**src/rtl/yuv422_video_capture.sv**
```systemverilog
// yuv422_video_capture: rebuild 24-bit {Y,Cb,Cr} pixels from a 16-bit 4:2:2 stream and write them to a framebuffer
//   clk_i, rst_i       pixel clock, asynchronous active-high reset
//   vs_i, ad_i         vertical sync (rising edge = frame start), active-data flag
//   hdmi_d_i           [15:8]=Y, [7:0]=Cb on even x / Cr on odd x
//   err_clr_i          synchronous clear of the sticky error flags
//   pxl_addr_o/data_o  framebuffer write address and {Y,Cb,Cr} data, held while pxl_en_o=0
//   pxl_en_o           one-cycle write strobe per written pixel
//   frame_start_o      pulse on each accepted vs rise
//   lock_o             LOCK_FRAMES consecutive good frames seen
//   line_err_o         sticky: an active line had the wrong length
//   frame_err_o        sticky: a frame had the wrong active line count
module yuv422_video_capture #(
  parameter int ACTIVE_H_PIXELS = 1280,
  parameter int ACTIVE_LINES = 720,
  parameter int FRAME_X_SCALE = 0,
  parameter int FRAME_Y_SCALE = 0,
  parameter int LOCK_FRAMES = 2,
  localparam int FB_X = ACTIVE_H_PIXELS >> FRAME_X_SCALE,
  localparam int FB_Y = ACTIVE_LINES >> FRAME_Y_SCALE,
  localparam int FB_ADDR_BITS = $clog2(FB_X * FB_Y)
) (
  input  logic clk_i,
  input  logic rst_i,
  input  logic vs_i,
  input  logic ad_i,
  input  logic [15:0] hdmi_d_i,
  input  logic err_clr_i,
  output logic [FB_ADDR_BITS-1:0] pxl_addr_o,
  output logic [23:0] pxl_data_o,
  output logic pxl_en_o,
  output logic frame_start_o,
  output logic lock_o,
  output logic line_err_o,
  output logic frame_err_o
);
  localparam logic [15:0] H = 16'(ACTIVE_H_PIXELS);
  localparam logic [15:0] L = 16'(ACTIVE_LINES);
  localparam logic [15:0] XM = 16'((1 << FRAME_X_SCALE) - 1);
  localparam logic [15:0] YM = 16'((1 << FRAME_Y_SCALE) - 1);
  localparam logic [3:0] LK = 4'(LOCK_FRAMES);
  typedef enum logic {SEEK, CAPTURE} state_t;
  state_t state, state_nx;
  logic vs_r, vs_q, ad_r, ad_q, skip, fl_err;
  logic [15:0] d_r, x, y;
  logic [7:0] cb, cbv, cr;
  logic [3:0] good;
  logic vs_rise, ad_fall, cap, pix, wr, lchk, lbad, fchk, fgood;
  logic [FB_ADDR_BITS-1:0] addr;
  always_comb begin
    vs_rise = vs_r & ~vs_q;
    ad_fall = ad_q & ~ad_r;
    cap = state == CAPTURE;
    // skip marks the tail of a line cut by a vs rise: not counted, written or checked
    pix = ad_r & ~skip & cap;
    wr = pix & (x < H) & (y < L) & ((x & XM) == 16'd0) & ((y & YM) == 16'd0);
    lchk = cap & ad_fall & ~skip & ~vs_rise;
    lbad = lchk & (x != H);
    fchk = cap & vs_rise;
    fgood = (y == L) & ~fl_err;
    addr = FB_ADDR_BITS'(32'(y >> FRAME_Y_SCALE) * 32'(FB_X) + 32'(x >> FRAME_X_SCALE));
    // an even pixel borrows Cr from its odd partner, still on the raw input; no partner means neutral chroma
    cbv = x[0] ? cb : d_r[7:0];
    cr = x[0] ? d_r[7:0] : (ad_i ? hdmi_d_i[7:0] : 8'h80);
    state_nx = (state == SEEK && vs_rise) ? CAPTURE : state;
  end
  assign lock_o = good == LK;
  always_ff @(posedge clk_i or posedge rst_i) begin
    if (rst_i) begin
      state <= SEEK;
      {vs_r, vs_q, ad_r, ad_q, skip, fl_err} <= '0;
      {d_r, x, y, cb, good} <= '0;
      {pxl_addr_o, pxl_data_o, pxl_en_o, frame_start_o, line_err_o, frame_err_o} <= '0;
    end else begin
      state <= state_nx;
      {vs_r, vs_q, ad_r, ad_q} <= {vs_i, vs_r, ad_i, ad_r};
      d_r <= hdmi_d_i;
      x <= (vs_rise | ad_fall) ? 16'd0 : (pix & x != 16'hffff) ? x + 16'd1 : x;
      y <= vs_rise ? 16'd0 : (lchk & x != 16'd0 & y != 16'hffff) ? y + 16'd1 : y;
      skip <= vs_rise ? ad_r : ad_fall ? 1'b0 : skip;
      fl_err <= vs_rise ? 1'b0 : (fl_err | lbad);
      if (pix & ~x[0]) cb <= d_r[7:0];
      if (fchk) good <= fgood ? (good == LK ? good : good + 4'd1) : 4'd0;
      frame_start_o <= vs_rise;
      line_err_o <= lbad | (line_err_o & ~err_clr_i);
      frame_err_o <= (fchk & (y != L)) | (frame_err_o & ~err_clr_i);
      pxl_en_o <= wr;
      if (wr) begin
        pxl_addr_o <= addr;
        pxl_data_o <= {d_r[15:8], cbv, cr};
      end
    end
  end
endmodule

```
**config.mk**
```make
export PLATFORM = sky130hd
export DESIGN_NAME = yuv422_video_capture
export DESIGN_NICKNAME = d
export VERILOG_FILES = /design/src/rtl/yuv422_video_capture.sv
export SDC_FILE = /design/constraint.sdc
export NUM_CORES = 1
export LEC_CHECK = 0
export ABC_CLOCK_PERIOD_IN_PS = 3900
export CORE_MARGIN = 3
export CORE_UTILIZATION = 55
export DETAILED_ROUTE_END_ITERATION = 16
export PLACE_DENSITY_LB_ADDON = 0.08
export SLEW_MARGIN = 5
export SYNTH_ARGS = -nofsm -noshare
export SYNTH_HDL_FRONTEND = slang
export SYNTH_SLANG_ARGS = --single-unit
```
**constraint.sdc**
```tcl
create_clock -name clk_i -period 3.9 [get_ports clk_i]
set_input_delay 0.39 -clock clk_i [delete_from_list [all_inputs] [get_ports clk_i]]
set_output_delay 0.39 -clock clk_i [all_outputs]
set_load 0.05 [all_outputs]
```
Word-level counts from Yosys, hierarchy flattened --
Cells that the tools add are included.
Word-level totals: register bits after elaboration 115, input bits 21, output and inout port bits 49, logic and storage cells 81
Operators by class: $add $sub $neg 4, $mul 1, order comparisons 2, eq/ne operators 7, mux-type cells 12, bitwise operators 31, reduce and logical (&&, ||, !) cells 6
Operator list (number):
- two-way mux 16 bit | 4
- adder 16 x 1 -> 16 bit (second input constant) | 2
- inequality test 16 bit (second input constant) | 2
- two-way mux 8 bit | 3
- adder 20 x 16 -> 20 bit | 1
- bitwise AND 1 bit | 19
- equality test 16 x 10 -> 1 bit (second input constant) | 1
- less-than comparator 16 x 10 -> 1 bit (second input constant) | 1
- less-than comparator 16 x 11 -> 1 bit (second input constant) | 1
- multiplier 16 x 3 -> 12 bit (second input constant) | 1
- inequality test 16 x 10 -> 1 bit (second input constant) | 1
- inequality test 16 x 11 -> 1 bit (second input constant) | 1
- nonzero test 16 bit | 1
- two-way mux 4 bit | 2
- NOT 1 bit | 8
- nonzero test 2 bit | 3
- adder 4 x 1 -> 4 bit (second input constant) | 1
- equality test 4 x 2 -> 1 bit (second input constant) | 1
- bitwise OR 1 bit | 4
- two-way mux 1 bit | 3
- inequality test 2 bit (second input constant) | 1
- AND reduction 2 bit | 1
- logical AND 1 bit | 1

Depth between registers and ports, before layout --
Gate-level depths: netlist of run 1.
depth after elaboration 9, gate-level depth with buffers 14, gate-level depth less buffers 14

Worst setup path before layout of run 1 --
OpenSTA, ideal clock, no wires.
path kind register to register, from register y[3], to register pxl_addr_o[18], data arrival time 2.857 ns, slack 0.911 ns, cell stages (with the launch flop) 15, buffers on the path 0, clock period less this slack 2.989 ns, cell sequence dfrtp_1 -> ha_1 -> ha_1 -> inv_1 -> fa_1 -> nor2b_1 -> o21a_1 -> nor2_1 -> xnor2_1 -> ha_1 -> or3_1 -> o221ai_1 -> nand3b_1 -> xor2_1 -> o21ai_1
On the way: longest elaborated chain between the ends 2, elaborated cells on any way between the ends 4, those cells by class add/sub: 1; mul: 1; order compare: 1; bitwise: 1
Ends and longest elaborated chain:
- start, declared | RTL line 44 | logic [15:0] d_r, x, y;
- start signal, assigned | RTL line 78 | y <= vs_rise ? 16'd0 : (lchk & x != 16'd0 & y != 16'hffff) ? y + 16'd1 : y;
- multiplier 16 x 3 -> 12 bit / less-than comparator 16 x 10 -> 1 bit (equally long branches) | RTL line 60, 55
- adder 20 x 16 -> 20 bit / bitwise AND 1 bit (equally long branches) | RTL line 60, 55
- end signal, assigned | RTL line 88 | pxl_addr_o <= addr;
- end, declared | RTL line 28 | output logic [FB_ADDR_BITS-1:0] pxl_addr_o,
Parallel ways exist; a longest one is shown, timed or not. A chain may end at the register's enable or synchronous reset.

Worst setup path in the final report of run 1 --
Ends and elaborated chain as after synthesis.

==> summary.md, run 1 <==
| Metric | Value |
|---|---|
| Status | completed |
| Ys Warns | 0 |
| Worst Tran Pin Value | 0.958 ns |
| Ys flop type | dfrtp_1 |
| Final setup viols | 0 |
| Critical path class | flip-flop to flip-flop |
| ANT cells | 0 |
| Die area | 11500 um2 |
| Fin crit share | 83.7% |
| Synth cell types | 55 |
| Critical path launch point type | flip-flop |
| Commonest non-fill, non-tap cells in the layout | 115 x dfrtp_1, 95 x nand2_1, 69 x clkdlybuf4s50_1 |
| Fmax | 306 MHz |
| Total CTS buffers | 17 |
| H-tree levels | 4 |
| Dpl hpwl | 8210 um |
| Clock Sinks | 115 |
| Number of fill cells in the layout | 740 |
| Worst skew pair latency | 0.52 ns |
| Area leader, netlist | dfrtp_1 |
| Met3 usage | 5.40% |
| Vias | 4182 |
| Pre-antenna DRT Iters | 5 |
| Port buffer count | 69 |
| Post-synth EDFFs | 0 |
| Vias per inst | 5.34 |
| Minimum clock period | 3.27 ns |
| Final nets | 692 |
| Dpl ws | 0.651 ns |
| Initial antenna violation count | 0 |
| GRT overflow | 0 |
| Worst setup EP type | flip-flop |
| Hold Path Class | input pin to flip-flop |
| First-pass GRT wire length | 20200 um |
| Final setup TNS | 0 ns |
| Tot GR Track Use | 22.3% |
| Number of global-route vias before repair | 4182 |
| Area growth syn-to-layout | 24.9% |
| Ys async rst share | 100% |
| Routed WL | 11900 um |
| ANT nets after route | 0 |
| Post-Syn Instances | 563 |
| IO Count | 70 |
| Maximum fanout along the worst path | 9 |
| Max rail drop VDD | 0.000271 V |
| Worst Path Arrival | 3.63 ns |
| Rel. slew slack | 36.1% |
| Post-synthesis instance area | 5660 um2 |
| Clock skew | 0.00705 ns |
| Busiest layer in global routing | met2 |
| Core ar. | 9910 um2 |
| Avg Inst Size Synth | 10.0 um2 |
| Post-CTS Setup Bufs | 0 |
| Row count | 36 |
| Die Ht | 107 um |
| Slew Viols, Final | 0 |
| Initial Util | 57.1% |
| Commonest non-fill, non-tap cell in the layout | dfrtp_1 |
| Final WS setup | 0.634 ns |
| Die width | 107 um |
| Max-cap violations | 0 |
| Power per cell area | 506 nW/um2 |
| Reg clk slew, reported paths | 0.06 ns |
| Placed inst area | 6470 um2 |
| Wire length per cell | 15.2 um |
| Max clock buf depth | 2 |
| RSZ-0062 raised after global routing | no |
| Ratio of cells with drive above 1 in the final layout | 8.62% |
| Final hold slack | 0.310 ns |
| Post-CTS resize count | 0 |
| Post-synthesis sequential area ratio | 50.9% |
| GR Util met2 | 36.3% |
| Routing usage on met1 | 29.4% |
| Final hold violations | 0 |
| WP data required | 4.27 ns |
| Final Cell Area | 7060 um2 |
| Leak | 3.22 nW |
| CTS root buf | clkbuf_8 |
| Starting DRT DRC Count | 280 |
| CTS tree | yes |
| Residual DRC | 0 |
| Area share of the largest cell type after synthesis | 50.9% |
| Total chip power | 3.58 mW |
| Gp weighted congestion | 0.825 |
| Number of synthesized register bits | 115 |
| Post-CTS Hold Buffers | 0 |
| Synth Net Count | 618 |
| Most area-consuming cells after synthesis | dfrtp_1 51%, ha_1 7.1%, nand2_1 6.3%, xnor2_1 4.2%, nor2_1 3.6% |
| Largest net degree at the start of global routing | 73 |
-- registers in the layout, summed over array words and instances, names as in the netlist --
signal	cells
vs_q	1
good	4
vs_r	1
cap	1
pxl_en_o	1
x	16
line_err_o	1
fl_err	1
skip	1
pxl_addr_o	20
pxl_data_o	24
frame_err_o	1
ad_q	1
d_r	16
cb	8
ad_r	1
frame_start_o	1
y	16
-- final timing paths --
| kind | to | cells past startpoint | slack (ns) | from |
|---|---|---|---|---|
| worst min-delay path | d_r[8] | 1 | 0.31 | hdmi_d_i[8] |
| worst min register to register | vs_q | 0 | 0.41 | vs_r |
| max in group asynchronous | pxl_addr_o[17] | 3 | 2.66 | rst_i |
| worst max-delay path | pxl_addr_o[18] | 14 | 0.63 | y[3] |
| worst max register to register | pxl_addr_o[18] | 14 | 0.63 | y[3] |
| min in group asynchronous | pxl_data_o[19] | 2 | 0.41 | rst_i |
-- kinds of logic (layout without fill, tap and decap cells) --
group | after synthesis | in the layout | share of synthesized area [%]
AOI/OAI and AO/OA | 77 | 77 | 8.14
xor gates and xnor gates | 46 | 46 | 7.12
adders and majority gates | 34 | 34 | 7.78
buffers and inverters | 37 | 124 | 2.50
DFF | 115 | 115 | 50.9
muxes | 18 | 18 | 3.36
and+or+nand+nor | 236 | 236 | 20.2
-- routing by layer --
metal | up-vias | part of all wire [%]
li1 | 2070 | -
met1 | 1987 | 45
met2 | 104 | 48
met3 | 21 | 5.1
met4 | 0 | 1.9
met5 | - | 0
-- stage by stage --
| stage | std cells | util, % |
|---|---|---|
| 2_1_floorplan | 563 | - |
| 3_3_place_gp | 751 | 65.3 |
| 3_5_place_dp | 751 | 65.3 |
| 4_1_cts | 783 | 71.3 |
| 5_1_grt | 783 | 71.3 |
| 6_report | 783 | 71.3 |
-- cell type report --
cell class | instances | area (um2) | area share, %
tap | 133 | 166 | 2.36
clock inverter | 13 | 159 | 2.25
clock buffer | 19 | 432 | 6.11
sequential | 115 | 2880 | 40.7
timing repair buffer | 72 | 713 | 10.1
inverter | 20 | 77.6 | 1.10
multi-input combinational | 411 | 2640 | 37.4
-- cells in the mapped netlist (2+ instances only) --
cell / instances
fa_1: 2
nand4_1: 10
nor3_2: 2
nand2_1: 95
o221ai_1: 2
buf_2: 2
clkbuf_1: 14
xnor2_1: 27
a22oi_1: 7
and3_1: 7
o21ai_1: 35
nor2b_1: 8
o21ai_0: 9
mux2_2: 8
inv_1: 20
a211oi_1: 2
a21oi_1: 8
o41ai_1: 2
nor2_1: 55
nor4_1: 3
ha_1: 32
mux2i_1: 10
xor2_1: 19
dfrtp_1: 115
nor3_1: 10
nand3_1: 15
o31ai_1: 2
nand2b_1: 7
nor3b_1: 3
a21o_1: 2
or3_1: 6
-- where the power goes --
part / leakage [nW] / internal [mW] / total, mW / switching, mW
clock network: 0.284 / 0.987 / 1.53 / 0.548
logic: 1.45 / 0.230 / 0.653 / 0.423
registers: 1.49 / 1.31 / 1.39 / 0.0810
-- worst max-delay path: stages (launching register included) --
cell and delay [ns]:
dfrtp_1 0.48, ha_1 0.33, ha_1 0.16, inv_1 0.05, fa_1 0.40, nor2b_1 0.13, o21a_1 0.14, nor2_1 0.05
xnor2_1 0.12, ha_1 0.23, or3_1 0.41, o221ai_1 0.22, nand3b_1 0.16, xor2_1 0.15, o21ai_1 0.08
Note: power is estimated with default switching activity, not from simulation.
==> run 2, diff against run 1 <==
--- a/config.mk
+++ b/config.mk
@@ -5,7 +5,7 @@
 export SDC_FILE = /design/constraint.sdc
 export NUM_CORES = 1
 export LEC_CHECK = 0
-export ABC_CLOCK_PERIOD_IN_PS = 3900
+export ABC_CLOCK_PERIOD_IN_PS = 3050
 export CORE_MARGIN = 3
 export CORE_UTILIZATION = 55
 export DETAILED_ROUTE_END_ITERATION = 16
==> constraint.sdc (replaced) <==
create_clock -name clk_i -period 3.05 [get_ports clk_i]
set_input_delay 0.305 -clock clk_i [delete_from_list [all_inputs] [get_ports clk_i]]
set_output_delay 0.305 -clock clk_i [all_outputs]
set_load 0.05 [all_outputs]
==> summary.md, run 2 (synthesis results as in run 1) <==
| Metric | Value |
|---|---|
| Slew Viols, Final | 0 (unchanged) |
| Port buffer count | 69 (unchanged) |
| Reg clk slew, reported paths | 0.06 ns (about the same) |
| Maximum fanout along the worst path | 3 (-6) |
| Total CTS buffers | 17 (unchanged) |
| Worst Path Arrival | 3.39 ns (-0.24 ns) |
| Crit path cell chain | ha_1 > ha_1 > a21oi_1 > nor2b_1 > nor2_1 > xnor2_1 > ha_1 > or3_1 > o221ai_2 > buf_4 > xor2_1 > o21ai_1 |
| Clock skew | 0.00663 ns (-0.000413 ns) |
| Max clock buf depth | 2 (unchanged) |
| Flop2flop setup slack | 0.06 ns (-0.58 ns) |
| Die Ht | 107 um (unchanged) |
| Die width | 107 um (unchanged) |
| H-tree levels | 4 (unchanged) |
| Critical path class | flip-flop to flip-flop |
| Placed inst area | 6560 um2 (+1.3%) |
| Biggest register | pxl_data_o |
| Post-CTS Hold Buffers | 0 (unchanged) |
| Number of global-route vias before repair | 4326 (+3.4%) |
| Final hold violations | 0 (unchanged) |
| Largest net degree at the start of global routing | 116 (+59%) |
| CP startpoint | y[2] |
| Leak | 3.26 nW (+1.3%) |
| CP top delay family | adder cells |
| Number of fill cells in the layout | 737 (-0.41%) |
| Pre-antenna DRT Iters | 6 (+1) |
| Buf/Inv on CP | 1 (unchanged) |
| Critical path launch point type | flip-flop |
| Final std cells w/o fill | 796 (+1.7%) |
| Area growth syn-to-layout | 27.4% |
| Initial antenna violation count | 0 (unchanged) |
| Power per cell area | 625 nW/um2 (+24%) |
| Dpl ws | -0.0539 ns (-0.704 ns) |
| Max incr delay on CP | 0.40 ns (-0.08 ns) |
| ANT nets after route | 0 (unchanged) |
| Hold Startpoint | hdmi_d_i[11] |
| CTS tree | yes |
| Max reg flops | 24 (unchanged) |
| RSZ-0062 raised after global routing | yes |
| Ratio of cells with drive above 1 in the final layout | 11.6% (+3.0 points) |
| Crit-path slowest cell | dfrtp_1 |
| Minimum clock period | 2.99 ns (-0.273 ns) |
| Final WS setup | 0.0573 ns (-0.577 ns) |
| WP data required | 3.45 ns (-0.82 ns) |
| Vias | 4330 (+3.5%) |
| IO Count | 70 (unchanged) |
| Commonest non-fill, non-tap cell in the layout | dfrtp_1 |
| Initial Util | 57.1% (unchanged) |
| First-pass GRT wire length | 20200 um (about the same) |
| Max rail drop VDD | 0.000422 V (+56%) |
| Tot GR Track Use | 22.3% (-0.045 points) |
| Gp weighted congestion | 0.830 (+0.55%) |
| Hold Path Class | input pin to flip-flop |
| Reg2reg start | y[2] |
| Fin crit share | 98.1% (+14 points) |
| Commonest non-fill, non-tap cells in the layout | 115 x dfrtp_1, 95 x nand2_1, 69 x clkdlybuf4s50_1 |
| Final setup TNS | 0 ns (unchanged) |
| Status | completed |
| Final setup viols | 0 (unchanged) |
| Clock Sinks | 115 (unchanged) |
| ANT cells | 0 (unchanged) |
| Wire length per cell | 15.1 um (-0.87%) |
| Max-cap violations | 0 (unchanged) |
| Rel. slew slack | 49.7% (+14 points) |
| Dpl hpwl | 8160 um (-0.67%) |
| Die area | 11500 um2 (unchanged) |
| Final nets | 705 (+1.9%) |
| Final Cell Area | 7210 um2 (+2.0%) |
| Residual DRC | 0 (unchanged) |
| GRT overflow | 0 (unchanged) |
| Routed WL | 12000 um (+0.77%) |
| Worst Tran Pin Value | 0.754 ns (-0.204 ns) |
| Starting DRT DRC Count | 339 (+21%) |
| Fmax | 334 MHz (+9.1%) |
| CTS root buf | clkbuf_8 |
| Core ar. | 9910 um2 (unchanged) |
| Worst skew pair latency | 0.52 ns (about the same) |
| Placed Instances | 759 (+1.1%) |
| Vias per inst | 5.44 (+1.8%) |
| Row count | 36 (unchanged) |
| Worst setup EP type | flip-flop |
| Biggest registers after layout | pxl_data_o x24, pxl_addr_o x20 |
| Cell mode on critical path | ha_1 |
==> run 2: worst paths after layout <==
check,end,cells after the start
worst min-delay path,d_r[11],1
min in group asynchronous,frame_start_o,3
worst min register to register,vs_q,0
worst max register to register,pxl_addr_o[16],12
max in group asynchronous,x[3],3
worst max-delay path,pxl_addr_o[16],12
==> run 2: cell type report <==
cell class	count	area (um2)	area share [%]
clock inverter	12	133	1.84
tap	133	166	2.31
sequential	115	2880	39.9
clock buffer	20	435	6.04
multi-input combinational	411	2680	37.2
inverter	20	78.8	1.09
timing repair buffer	85	836	11.6
==> run 2: routing by layer <==
layer	vias up	track usage, %	part of all wire [%]	routed length [um]
li1	2095	-	-	-
met1	2086	29.1	45	5400
met2	127	35.9	48	5790
met3	22	5.22	4.7	562
met4	0	9.47	2.1	253
met5	-	0	0	0
==> run 2: worst reg2reg max path: cells and delay by family (launching register included) <==
family	cells	cell delay, ns
buffers and inverters	1	0.14
xor gates and xnor gates	2	0.31
AOI/OAI and AO/OA	3	0.44
adders and majority gates	3	0.93
DFF	1	0.40
and+or+nand+nor	3	0.64
==> run 2: timing repair <==
item / CTS / global route
pin swaps: 0 / 9
setup endpoints to repair: 3 / 4
buffers inserted: 1 / 4
resized for setup: 4 / 5
==> run 2: where the power goes <==
group	switching (mW)	internal (mW)
logic	0.557	0.302
clock network	0.709	1.18
registers	0.0839	1.67
total	1.35	3.16
==> run 2: per-stage QoR <==
step / utilization, % / hold WS, ns / total power, mW
2_1_floorplan: - / 0.336 / 2.35
3_3_place_gp: 66.2 / 0.387 / 2.63
3_5_place_dp: 66.2 / 0.395 / 2.65
4_1_cts: 72.2 / 0.202 / 4.54
5_1_grt: 72.7 / 0.210 / 4.69
6_report: 72.7 / 0.222 / 4.51
==> run 3, diff against run 2 <==
--- a/config.mk
+++ b/config.mk
@@ -9,6 +9,7 @@
 export CORE_MARGIN = 3
 export CORE_UTILIZATION = 55
 export DETAILED_ROUTE_END_ITERATION = 16
+export DONT_BUFFER_PORTS = 1
 export PLACE_DENSITY_LB_ADDON = 0.08
 export SLEW_MARGIN = 5
 export SYNTH_ARGS = -nofsm -noshare
==> summary.md, run 3 (synthesis results as in run 1) <==
| Metric | Value |
|---|---|
| Status | completed |
| Worst Tran Pin Value | 0.898 ns (+0.144 ns) |
| ANT nets after route | 0 (unchanged) |
| Final hold slack | 0.0268 ns (-0.195 ns) |
| Row count | 36 (unchanged) |
| Gp weighted congestion | 0.857 (+3.3%) |
| Max clock buf depth | 2 (unchanged) |
| Port buffer count | 0 (-100%) |
| WP data required | 3.45 ns (about the same) |
| Ratio of cells with drive above 1 in the final layout | 13.9% (+2.3 points) |
| Flop2flop setup slack | 0.02 ns (-0.04 ns) |
| Rel. slew slack | 40.0% (-9.7 points) |
| CP Capture Point | pxl_addr_o[18] |
| Area growth syn-to-layout | 21.3% |
| Vias | 4102 (-5.3%) |
| Critical path class | flip-flop to flip-flop |
| Number of global-route vias before repair | 4230 (-2.2%) |
| Commonest non-fill, non-tap cells in the layout | 115 x dfrtp_1, 95 x nand2_1, 54 x nor2_1 |
| Final nets | 660 (-6.4%) |
| Commonest non-fill, non-tap cell in the layout | dfrtp_1 |
| Residual DRC | 0 (unchanged) |
| Routed WL | 12500 um (+3.7%) |
| Die Ht | 107 um (unchanged) |
| CTS root buf | clkbuf_8 |
| H-tree levels | 4 (unchanged) |
| Maximum fanout along the worst path | 3 (unchanged) |
| Net switching power | 1.41 mW (+4.4%) |
| ANT cells | 0 (unchanged) |
| Tot GR Track Use | 23.6% (+1.3 points) |
| Total CTS buffers | 17 (unchanged) |
| Placed inst area | 5900 um2 (-10%) |
| Final Cell Area | 6860 um2 (-4.7%) |
| Starting DRT DRC Count | 294 (-13%) |
| Die width | 107 um (unchanged) |
| Final hold violations | 0 (unchanged) |
| Wire length per cell | 16.6 um (+9.9%) |
| Initial Util | 57.1% (unchanged) |
| Sequential Area | 2880 um2 (unchanged) |
| Fmax | 330 MHz (-1.2%) |
| Comb pwr share | 8.0% (-11 points) |
| Biggest register | pxl_data_o |
| Slew Viols, Final | 0 (unchanged) |
| Max reg flops | 24 (unchanged) |
| GRT overflow | 0 (unchanged) |
| CP startpoint | y[3] |
| Final setup viols | 0 (unchanged) |
| CTS tree | yes |
| Worst Path Arrival | 3.42 ns (+0.03 ns) |
| Internal | 3.17 mW (+0.61%) |
| Max-cap violations | 0 (unchanged) |
| Sequential power share | 45.5% (+6.5 points) |
| Reg2reg start | y[3] |
| Dpl hpwl | 8110 um (-0.64%) |
| Clock power share | 46.5% (+4.5 points) |
| Clock skew | 0.00983 ns (+0.00320 ns) |
| Worst skew pair latency | 0.52 ns (about the same) |
| Vias per inst | 5.46 (+0.41%) |
| Die area | 11500 um2 (unchanged) |
| Pre-antenna DRT Iters | 5 (-1) |
| Core ar. | 9910 um2 (unchanged) |
| Largest net degree at the start of global routing | 73 (-37%) |
| Number of fill cells in the layout | 737 (unchanged) |
| Worst r2r path cells | 15 (+3) |
| Power per cell area | 668 nW/um2 (+6.8%) |
| Initial antenna violation count | 0 (unchanged) |
| Leak | 3.18 nW (-2.4%) |
| Hold Path Class | input pin to flip-flop |
| Final WS setup | 0.0211 ns (-0.0362 ns) |
| Critical path launch point type | flip-flop |
| Post-Route Utilization | 69.3% (-3.4 points) |
| Worst setup EP type | flip-flop |
| Clock Sinks | 115 (unchanged) |
| R2R Path End | pxl_addr_o[18] |
| Footprint of the multi-input gates | 2720 um2 (+1.7%) |
| Reg clk slew, reported paths | 0.06 ns (about the same) |
| RSZ-0062 raised after global routing | yes |
| Hold Startpoint | hdmi_d_i[6] |
| First-pass GRT wire length | 21100 um (+4.6%) |
| IO Count | 70 (unchanged) |
| Fin crit share | 99.3% (+1.2 points) |
| Biggest registers after layout | pxl_data_o x24, pxl_addr_o x20 |
| Switching Fraction | 30.7% (+0.79 points) |
| Minimum clock period | 3.03 ns (+0.0362 ns) |
| Dpl ws | -0.0513 ns (+0.00263 ns) |
| Max rail drop VDD | 0.000375 V (-11%) |
run 3: layer usage:
| layer | up-vias | global-route usage [%] | routed length (um) |
|---|---|---|---|
| met4 | 0 | 7.94 | 181 |
| met2 | 109 | 38.7 | 6150 |
| met5 | - | 0 | 0 |
| met1 | 1975 | 29.9 | 5430 |
| met3 | 16 | 7.02 | 694 |
| li1 | 2002 | - | - |
run 3: worst min-delay path by stage:
stage                                to  cells past startpoint
final                     pxl_data_o[6]                      2
after global routing      pxl_data_o[6]                      2
after CTS                 pxl_data_o[6]                      2
after detailed placement        d_r[11]                      0
after global placement          d_r[12]                      0
after floorplan                    ad_r                      0
run 3: through the flow:
stage	setup TNS, ns	std cells	power [mW]
4_1_cts	0	748	4.63
6_report	0	751	4.58
5_1_grt	-0.188	751	4.76
2_1_floorplan	0	563	2.35
3_3_place_gp	0	694	2.44
3_5_place_dp	-0.0956	694	2.45
run 3: worst max-delay path, cell delays in order, from the launching register on:
cell and delay (ns):
dfrtp_1 0.42, ha_4 0.29, ha_4 0.13, inv_2 0.04, fa_2 0.37, nor2b_1 0.13
o21a_1 0.15, nor2_2 0.04, xnor2_1 0.13, ha_2 0.19, buf_6 0.12, or3_4 0.39
o221ai_4 0.07, nand3b_1 0.18, xor2_1 0.18, o21ai_1 0.09
run 3: power by group through the flow:
| stage | logic, mW | registers, mW | clock network, mW |
|---|---|---|---|
| 2_1_floorplan | 0.269 | 2.08 | 0 |
| 3_3_place_gp | 0.330 | 2.11 | 0 |
| 3_5_place_dp | 0.339 | 2.12 | 0 |
| 4_1_cts | 0.371 | 2.09 | 2.17 |
| 5_1_grt | 0.415 | 2.10 | 2.24 |
| 6_report | 0.365 | 2.09 | 2.13 |
run 3: repair_timing:
item                                    CTS  global route
endpoints found under the setup margin    3             4
pin swaps                                 1             9
hold buffers                             20             0
setup buffers                             2             3
hold endpoints to repair                 62             0
gates resized for setup                   6             8
run 3: final cells by class:
| class | count | share of cell area, % |
|---|---|---|
| Sequential cell | 115 | 41.9 |
| Multi-Input combinational cell | 411 | 39.7 |
| Clock buffer | 17 | 6.03 |
| Timing Repair Buffer | 40 | 5.52 |
| Clock inverter | 15 | 3.26 |
| Tap cell | 133 | 2.42 |
| Inverter | 20 | 1.15 |
